`src/rtl/ring_monitor.sv`:
```
// ring_monitor: checks, decodes and counts revolutions of a rotate-right one-hot ring
//   clock, reset       : rising-edge clock, synchronous active-high reset
//   ring               : sampled ring pattern
//   clear              : clears fault/fault_code and revolutions
//   position           : set-bit index of the last accepted pattern
//   position_valid     : high while tracking a legal sequence
//   revolutions        : completed wraps, saturating
//   fault, fault_code  : sticky fault; 1 = not one-hot, 2 = illegal step, 3 = stuck
module ring_monitor #(
    parameter int WIDTH       = 8,
    parameter int REV_WIDTH   = 16,
    parameter int STALL_LIMIT = 15
) (
    input  logic                     clock,
    input  logic                     reset,
    input  logic [WIDTH-1:0]         ring,
    input  logic                     clear,
    output logic [$clog2(WIDTH)-1:0] position,
    output logic                     position_valid,
    output logic [REV_WIDTH-1:0]     revolutions,
    output logic                     fault,
    output logic [1:0]               fault_code
);
    localparam int PW = $clog2(WIDTH);
    localparam int SW = $clog2(STALL_LIMIT + 2);
    typedef enum logic [1:0] {ACQUIRE, TRACK, FAULT} state_t;
    state_t               state, state_n;
    logic [WIDTH-1:0]     prev, prev_n;
    logic [SW-1:0]        stall_cnt, stall_n, stall_inc;
    logic [PW-1:0]        position_n, idx;
    logic [REV_WIDTH-1:0] rev_n;
    logic [1:0]           code_n;
    logic                 onehot, stuck;
    assign onehot    = (ring != '0) && ((ring & (ring - 1'b1)) == '0);
    assign stall_inc = (stall_cnt > SW'(STALL_LIMIT)) ? stall_cnt : stall_cnt + 1'b1;
    assign stuck     = stall_inc > SW'(STALL_LIMIT);
    assign position_valid = state == TRACK;
    assign fault          = state == FAULT;
    always_comb begin
        idx = '0;
        for (int i = 0; i < WIDTH; i++)
            if (ring[i]) idx = PW'(i);
    end
    always_comb begin
        state_n    = state;
        prev_n     = prev;
        stall_n    = stall_cnt;
        position_n = position;
        rev_n      = clear ? '0 : revolutions;
        code_n     = fault_code;
        case (state)
            ACQUIRE: if (onehot) begin
                prev_n     = ring;
                position_n = idx;
                stall_n    = '0;
                state_n    = TRACK;
            end
            TRACK: begin
                if (!onehot) begin
                    state_n = FAULT;
                    code_n  = 2'd1;
                end else if (ring == prev) begin
                    stall_n = stall_inc;
                    if (stuck) begin
                        state_n = FAULT;
                        code_n  = 2'd3;
                    end
                end else if (ring == {prev[0], prev[WIDTH-1:1]}) begin
                    // prev[0] set means this legal step is the wrap back to the MSB
                    if (prev[0] && !clear && revolutions != '1) rev_n = revolutions + 1'b1;
                    prev_n     = ring;
                    position_n = idx;
                    stall_n    = '0;
                end else begin
                    state_n = FAULT;
                    code_n  = 2'd2;
                end
            end
            FAULT: if (clear) begin
                state_n = ACQUIRE;
                code_n  = 2'd0;
            end
            default: state_n = ACQUIRE;
        endcase
    end
    always_ff @(posedge clock) begin
        if (reset) begin
            state       <= ACQUIRE;
            prev        <= '0;
            stall_cnt   <= '0;
            position    <= '0;
            revolutions <= '0;
            fault_code  <= '0;
        end else begin
            state       <= state_n;
            prev        <= prev_n;
            stall_cnt   <= stall_n;
            position    <= position_n;
            revolutions <= rev_n;
            fault_code  <= code_n;
        end
    end
endmodule

```
`config.mk`:
```
export PLATFORM = sky130hd
export DESIGN_NAME = ring_monitor
export DESIGN_NICKNAME = d
export VERILOG_FILES = /design/src/rtl/ring_monitor.sv
export SDC_FILE = /design/constraint.sdc
export NUM_CORES = 1
export LEC_CHECK = 0
export ABC_AREA = 1
export CAP_MARGIN = 20
export CORE_UTILIZATION = 40
export CTS_BUF_LIST = sky130_fd_sc_hd__clkbuf_16
export DETAILED_ROUTE_END_ITERATION = 12
export PLACE_DENSITY_LB_ADDON = 0.1
export RECOVER_POWER = 50
export SYNTH_ARGS = -nofsm -noshare
export SYNTH_HDL_FRONTEND = slang
export SYNTH_SLANG_ARGS = --single-unit
export TNS_END_PERCENT = 30
```
`constraint.sdc`:
```
create_clock -name clock -period 2.6 [get_ports clock]
set_input_delay 0.78 -clock clock [delete_from_list [all_inputs] [get_ports clock]]
set_output_delay 0.78 -clock clock [all_outputs]
set_load 0.1 [all_outputs]
```
==> results.sh, run 1 <==
export IMPL_area_delta_synth_final_pct=23.3
export IMPL_num_rows=28
export IMPL_synth_top_area_share_pct=29.6
export IMPL_groute_layer_met1_usage_pct=25.1
export IMPL_fp_dieH_um=80.1
export IMPL_p_per_area_nw_per_um2=427
export IMPL_setup_viol=0
export IMPL_yosys_register_bits=36
export IMPL_crit_fanout=14
export IMPL_worstHoldEndpoint="fault_code[1]$_SDFFE_PP0P_"
export IMPL_met2_usage_pct=33.3
export IMPL_num_io_pins=34
export IMPL_place_congestion=0.843
export IMPL_async_flop_share_pct=0
export IMPL_timing_rr_end="revolutions[12]$_SDFF_PP0_"
export IMPL_grt_pass1_vias=2176
export IMPL_synthDistinctLibCells=30
export IMPL_drive_gt1_share_pct=17.0
export IMPL_antenna_found_initial=0
export IMPL_hold_path_class="reg -> reg"
export IMPL_final_antenna_net_count=0
export IMPL_crit_chain="clkdlybuf4s50_1 -> inv_2 -> nand2_1 -> nand2_1 -> inv_1 -> nand2_1 -> nor2_1 -> nand2_2 -> nand2_4 -> nand2_1 -> nand2_2 -> buf_12 -> o21ai_0 -> a21oi_1"
export IMPL_status="finished, final reports clean"
export IMPL_synth_warnings=0
export IMPL_hold_depth=2
export IMPL_worst_pin_slew_ns=1.17
export IMPL_clock_root_buffer="clkbuf_16"
export IMPL_h_tree_depth=2
export IMPL_grt_max_degree=23
export IMPL_die_w_um=80.1
export IMPL_routedWlPerCell_um=11.3
export IMPL_synth_top_cell_by_area="dfxtp_1"
export IMPL_timing_slew_headroom_pct=22.2
export IMPL_synthFlopType="dfxtp_1"
export IMPL_skew_ns=0.00520
export IMPL_final_hold_violation_count=0
export IMPL_portBuffers=33
export IMPL_clk_latency_ns=0.28
export IMPL_rsz0062_at_grt="false"
export IMPL_vias=2449
export IMPL_required_ns=2.81
export IMPL_grt_first_pass_wirelength_mm=9.80
export IMPL_p_leak_nw=1.42
export IMPL_final_setup_tns_ns=0
export IMPL_yosys_top_cells_count="112 x nand2_1, 61 x nor2_1, 44 x inv_1"
export IMPL_maxSlewViolCount=0
export IMPL_nNetsFinal=453
export IMPL_wirelength_mm=5.82
export IMPL_syn_inst=388
export IMPL_top_usage_layer="met2"
export IMPL_drt_iter0_markers=121
export IMPL_synth_area_leaders="dfxtp_1 30%, nand2_1 17%, nor2_1 9.4%"
export IMPL_antenna_cells=0
export IMPL_synth_edf_count=0
export IMPL_peakVddDrop_mv=0.230
export IMPL_cts_path_max_buffers=2
export IMPL_postCtsSetupBuffers=0
export IMPL_yosysSeqAreaShare_pct=29.6
export IMPL_r2r_start="revolutions[0]$_SDFF_PP0_"
export IMPL_fmax_mhz=412
export IMPL_clk_pin_slew_worst_paths_ns=0.06
export IMPL_via_per_inst=4.76
export IMPL_fill_cells=625
export IMPL_crit_path_end_kind="flop"
export IMPL_max_cap_violations=0
export IMPL_slowest_stage="clkdlybuf4s50_1"
export IMPL_crit_top_cell="nand2_1"
export IMPL_fin_crit_sh_pct=93.4
export IMPL_core_area_sq_um=5890
export IMPL_drc=0
export IMPL_crit_arrival_ns=2.63
export IMPL_cts_sinks=36
export IMPL_initial_core_util_pct=41.4
export IMPL_avgSynthCellArea_sq_um=6.28
export IMPL_utilization_pct=51.0
export IMPL_grtUsageTotal_pct=19.6
export IMPL_die_area_sq_um=6410
export IMPL_synthesis_nets=402
export IMPL_synth_most_common_cell="nand2_1"
export IMPL_cts_tree="done"
export IMPL_slowest_delay_ns=0.61
export IMPL_hold_path_startpoint="fault_code[1]$_SDFFE_PP0P_"
export IMPL_critical_path_class="in -> reg"
export IMPL_dr_pass1_iters=4
export IMPL_startpoint_type="primary input"
export IMPL_grt_ovfl_total=0
export IMPL_cts_buffers=5
export IMPL_hpwlAfterDp_mm=4.34
export IMPL_met3_usage_pct=3.41
export IMPL_worst_r2r_cell_count=10
export IMPL_mappedNetlistArea_sq_um=2440
export IMPL_period_minus_slack_ns=2.43
export IMPL_ff2ff_setup_slack_ns=0.65
[state kept, by name, indices dropped and copies added (netlist names)]
register	cells
fault_code	2
stall_cnt	5
position	3
revolutions	16
state	2
prev	8
[critical path, delay by kind of cell]
kind,cells,cell delay [ns]
simple gates,8,0.73
buf+inv,4,0.88
compound gates,2,0.26
[where the power goes]
part / switching (mW) / internal [mW] / leakage, nW
logic: 0.0790 / 0.0517 / 1.06
registers: 0.00286 / 0.555 / 0.290
clock network: 0.240 / 0.353 / 0.0736
total: 0.322 / 0.960 / 1.42
[worst max path at each step]
stage	cells after the start	slack, ns	endpoint	from
6_report	14	0.17	prev[2]$_SDFFE_PP0P_	ring[5]
5_1_grt	14	0.005	prev[2]$_SDFFE_PP0P_	ring[5]
4_1_cts	12	0.10	prev[2]$_SDFFE_PP0P_	ring[4]
3_5_place_dp	12	-0.14	prev[5]$_SDFFE_PP0P_	ring[4]
3_3_place_gp	10	-0.12	prev[5]$_SDFFE_PP0P_	ring[2]
2_1_floorplan	11	0.05	revolutions[14]$_SDFF_PP0_	revolutions[0]$_SDFF_PP0_
[cell usage in the layout, fill, tap and decap left out, types with 2 or more instances in the layout]
| master | instances |
|---|---|
| nor2_2 | 8 |
| and2_1 | 2 |
| nor2_4 | 2 |
| dfxtp_1 | 36 |
| clkbuf_2 | 17 |
| xnor2_1 | 7 |
| nor3_1 | 4 |
| nand3_4 | 3 |
| inv_2 | 7 |
| nand2_2 | 2 |
| xor2_1 | 12 |
| dlymetal6s2s_1 | 6 |
| ha_1 | 3 |
| nand4_1 | 8 |
| o21bai_1 | 2 |
| nand2_1 | 112 |
| a21oi_1 | 17 |
| o21ai_1 | 2 |
| clkbuf_16 | 5 |
| nor2_1 | 60 |
| o21ai_0 | 17 |
| clkbuf_1 | 6 |
| clkdlybuf4s50_1 | 4 |
| buf_4 | 21 |
| nand3_1 | 21 |
| nor3_2 | 2 |
| inv_1 | 44 |
| clkinv_2 | 2 |
[metrics by stage]
step / hold WS [ns] / cells / area [sq um] / setup slack, ns / total power [mW]
after CTS: 0.470 / 515 / 3060 / 0.103 / 1.30
final: 0.464 / 515 / 3000 / 0.172 / 1.28
after floorplan: 0.469 / 388 / 2440 / 0.0499 / 0.650
after global routing: 0.478 / 515 / 3000 / 0.00540 / 1.34
after detailed placement: 0.461 / 507 / 2920 / -0.140 / 0.702
after global placement: 0.456 / 507 / 2920 / -0.125 / 0.701
[routing by layer]
layer  wire, um  vias up
li1           -     1305
met1       2810     1091
met2       2730       46
met3        204        7
met4         77        0
met5          0        -
[layout make-up]
type	count	area [sq um]	share of cell area, %
clock buffers	5	125	4.16
clock inverters	3	18.8	0.625
inverters	51	191	6.37
multi-input cells	290	1450	48.4
flip-flops and latches	36	721	24.0
well taps	75	93.8	3.12
repair buffers	55	400	13.3
[cells by family (layout without fill, tap and decap cells)]
family	Yosys count	in the layout	synth area share, %
adder cells (fa/ha/maj)	3	3	1.54
AND/OR/NAND/NOR	228	228	42.3
flip-flops	36	36	29.6
XOR/XNOR	19	19	6.83
buffers and inverters	62	114	11.1
AO/OA/AOI/OAI	40	40	8.68
[timing repair]
action                     CTS  global route
setup endpoints to repair    0            12
hold buffers                 0             0
resized for setup            0             8
hold endpoints to repair     0             0
(Power assumes the default switching activity.)
==> inputs of run 2 (changes only) <==
--- a/config.mk
+++ b/config.mk
@@ -7,9 +7,11 @@
 export LEC_CHECK = 0
 export ABC_AREA = 1
 export CAP_MARGIN = 20
+export CORE_MARGIN = 5
 export CORE_UTILIZATION = 40
 export CTS_BUF_LIST = sky130_fd_sc_hd__clkbuf_16
 export DETAILED_ROUTE_END_ITERATION = 12
+export GPL_TIMING_DRIVEN = 1
 export PLACE_DENSITY_LB_ADDON = 0.1
 export RECOVER_POWER = 50
 export SYNTH_ARGS = -nofsm -noshare
==> results.sh, run 2 (same netlist as run 1, synthesis figures left out) <==
export IMPL_status="finished, final reports clean"
export IMPL_required_ns=1.82
export IMPL_peakVddDrop_mv=0.332
export IMPL_final_cell_mix="113 x nand2_1, 60 x nor2_1, 46 x inv_1, 36 x dfxtp_1, 21 x nand3_1"
export IMPL_clk_pin_slew_worst_paths_ns=0.06
export IMPL_cts_tree="done"
export IMPL_drc=0
export IMPL_area_delta_synth_final_pct=22.5
export IMPL_core_area_sq_um=5920
export IMPL_critical_path_class="reg -> out"
export IMPL_portBuffers=33
export IMPL_cts_hold_buffers=0
export IMPL_slowest_delay_ns=0.87
export IMPL_cts_resized=0
export IMPL_wirelength_mm=5.86
export IMPL_grt_pass1_vias=2221
export IMPL_worst_pin_slew_ns=1.18
export IMPL_timing_rr_end="revolutions[12]$_SDFF_PP0_"
export IMPL_skew_ns=0.00338
export IMPL_worst_slack_ns=0.348
export IMPL_final_hold_violation_count=0
export IMPL_utilization_pct=50.4
export IMPL_hold_ws_ns=0.463
export IMPL_place_ws_ns=-0.225
export IMPL_worst_r2r_cell_count=11
export IMPL_p_per_area_nw_per_um2=421
export IMPL_postCtsSetupBuffers=0
export IMPL_p_leak_nw=1.42
export IMPL_crit_path_end_kind="primary output"
export IMPL_cp_depth=1
export IMPL_grt_first_pass_wirelength_mm=9.97
export IMPL_fp_dieH_um=88.1
export IMPL_timing_slew_headroom_pct=21.6
export IMPL_crit_family="buffers and inverters"
export IMPL_period_minus_slack_ns=2.25
export IMPL_die_area_sq_um=7750
export IMPL_fin_crit_sh_pct=86.6
export IMPL_cts_path_max_buffers=2
export IMPL_rsz0062_at_grt="false"
export IMPL_cts_buffers=5
export IMPL_antenna_found_initial=0
export IMPL_crit_fanout=2
export IMPL_final_common_cell="nand2_1"
export IMPL_crit_start="revolutions[9]$_SDFF_PP0_"
export IMPL_clk_latency_ns=0.28
export IMPL_drive_gt1_share_pct=16.2
export IMPL_die_w_um=88.1
export IMPL_slowest_stage="clkbuf_1"
export IMPL_drt_iter0_markers=87
export IMPL_critPathBufInv=1
export IMPL_hold_path_class="reg -> reg"
export IMPL_crit_arrival_ns=1.47
export IMPL_grtUsageTotal_pct=16.3
export IMPL_max_cap_violations=0
export IMPL_startpoint_type="flop"
export IMPL_regMostFlops="revolutions"
export IMPL_setup_viol=0
export IMPL_initial_core_util_pct=41.2
export IMPL_clock_root_buffer="clkbuf_16"
export IMPL_dr_pass1_iters=4
export IMPL_nNetsFinal=452
export IMPL_num_rows=28
export IMPL_vias=2419
export IMPL_num_io_pins=34
export IMPL_largest_reg_flops=16
export IMPL_maxSlewViolCount=0
export IMPL_routedWlPerCell_um=11.4
export IMPL_grt_ovfl_total=0
export IMPL_largestRegisters="revolutions: 16 flops, prev: 8 flops, stall_cnt: 5 flops"
export IMPL_fmax_mhz=444
export IMPL_crit_chain="clkbuf_1"
export IMPL_h_tree_depth=2
export IMPL_endpoint="revolutions[9]"
export IMPL_final_antenna_net_count=0
export IMPL_place_congestion=0.876
export IMPL_via_per_inst=4.71
export IMPL_grt_max_degree=23
export IMPL_antenna_cells=0
export IMPL_cts_sinks=36
export IMPL_hpwlAfterDp_mm=4.33
export IMPL_ff2ff_setup_slack_ns=0.53
export IMPL_r2r_start="revolutions[0]$_SDFF_PP0_"
-- run 2: layout make-up --
cell class,instances,area (sq um)
timing repair buffer,54,397
tap,75,93.8
clock inverter,3,11.3
multi-input combinational,290,1450
clock buffer,5,125
sequential,36,721
fill,627,2940
inverter,51,191
-- run 2: tightest hold or removal path: stages (launching register included) --
cell and delay [ns]:
dfxtp_1 0.31, nand2_1 0.06, a21oi_1 0.05
-- run 2: power by group --
group / leakage (nW) / internal (mW) / switching [mW]
sequential: 0.290 / 0.555 / 0.00286
clock: 0.0738 / 0.345 / 0.227
combinational: 1.05 / 0.0485 / 0.0773
total: 1.42 / 0.949 / 0.307
-- run 2: how the worst min path moves through the flow --
stage,endpoint,from,slack [ns],cells after the start
after floorplan,prev[2]$_SDFFE_PP0P_,prev[2]$_SDFFE_PP0P_,0.47,2
after global placement,fault_code[1]$_SDFFE_PP0P_,fault_code[1]$_SDFFE_PP0P_,0.46,2
after detailed placement,fault_code[0]$_SDFFE_PP0P_,fault_code[0]$_SDFFE_PP0P_,0.46,2
after CTS,fault_code[0]$_SDFFE_PP0P_,fault_code[0]$_SDFFE_PP0P_,0.47,2
after global routing,position[0]$_SDFFE_PP0P_,position[0]$_SDFFE_PP0P_,0.51,2
final,fault_code[1]$_SDFFE_PP0P_,fault_code[1]$_SDFFE_PP0P_,0.46,2
-- run 2: per-layer routing --
layer / up-vias / global-route usage (%) / part of all wire, %
li1: 1305 / - / -
met4: 0 / 3.71 / 0.94
met5: - / 0 / 0
met1: 1065 / 20.2 / 47
met2: 43 / 28.1 / 47
met3: 6 / 4.61 / 4.9
-- run 2: per-stage QoR --
stage / instance area, sq um / power (mW) / setup TNS (ns) / std cells
6_report: 2990 / 1.26 / 0 / 514
5_1_grt: 2990 / 1.31 / 0 / 514
4_1_cts: 3040 / 1.27 / 0 / 514
3_5_place_dp: 2910 / 0.699 / -4.08 / 506
3_3_place_gp: 2910 / 0.699 / -3.16 / 506
2_1_floorplan: 2440 / 0.650 / 0 / 388
==> inputs of run 3 (changes only) <==
--- a/config.mk
+++ b/config.mk
@@ -10,6 +10,7 @@
 export CORE_MARGIN = 5
 export CORE_UTILIZATION = 40
 export CTS_BUF_LIST = sky130_fd_sc_hd__clkbuf_16
+export CTS_CLUSTER_DIAMETER = 100
 export DETAILED_ROUTE_END_ITERATION = 12
 export GPL_TIMING_DRIVEN = 1
 export PLACE_DENSITY_LB_ADDON = 0.1
==> results of run 3 <==
The final DEF is identical to that of run 2; final timing and power are the same.
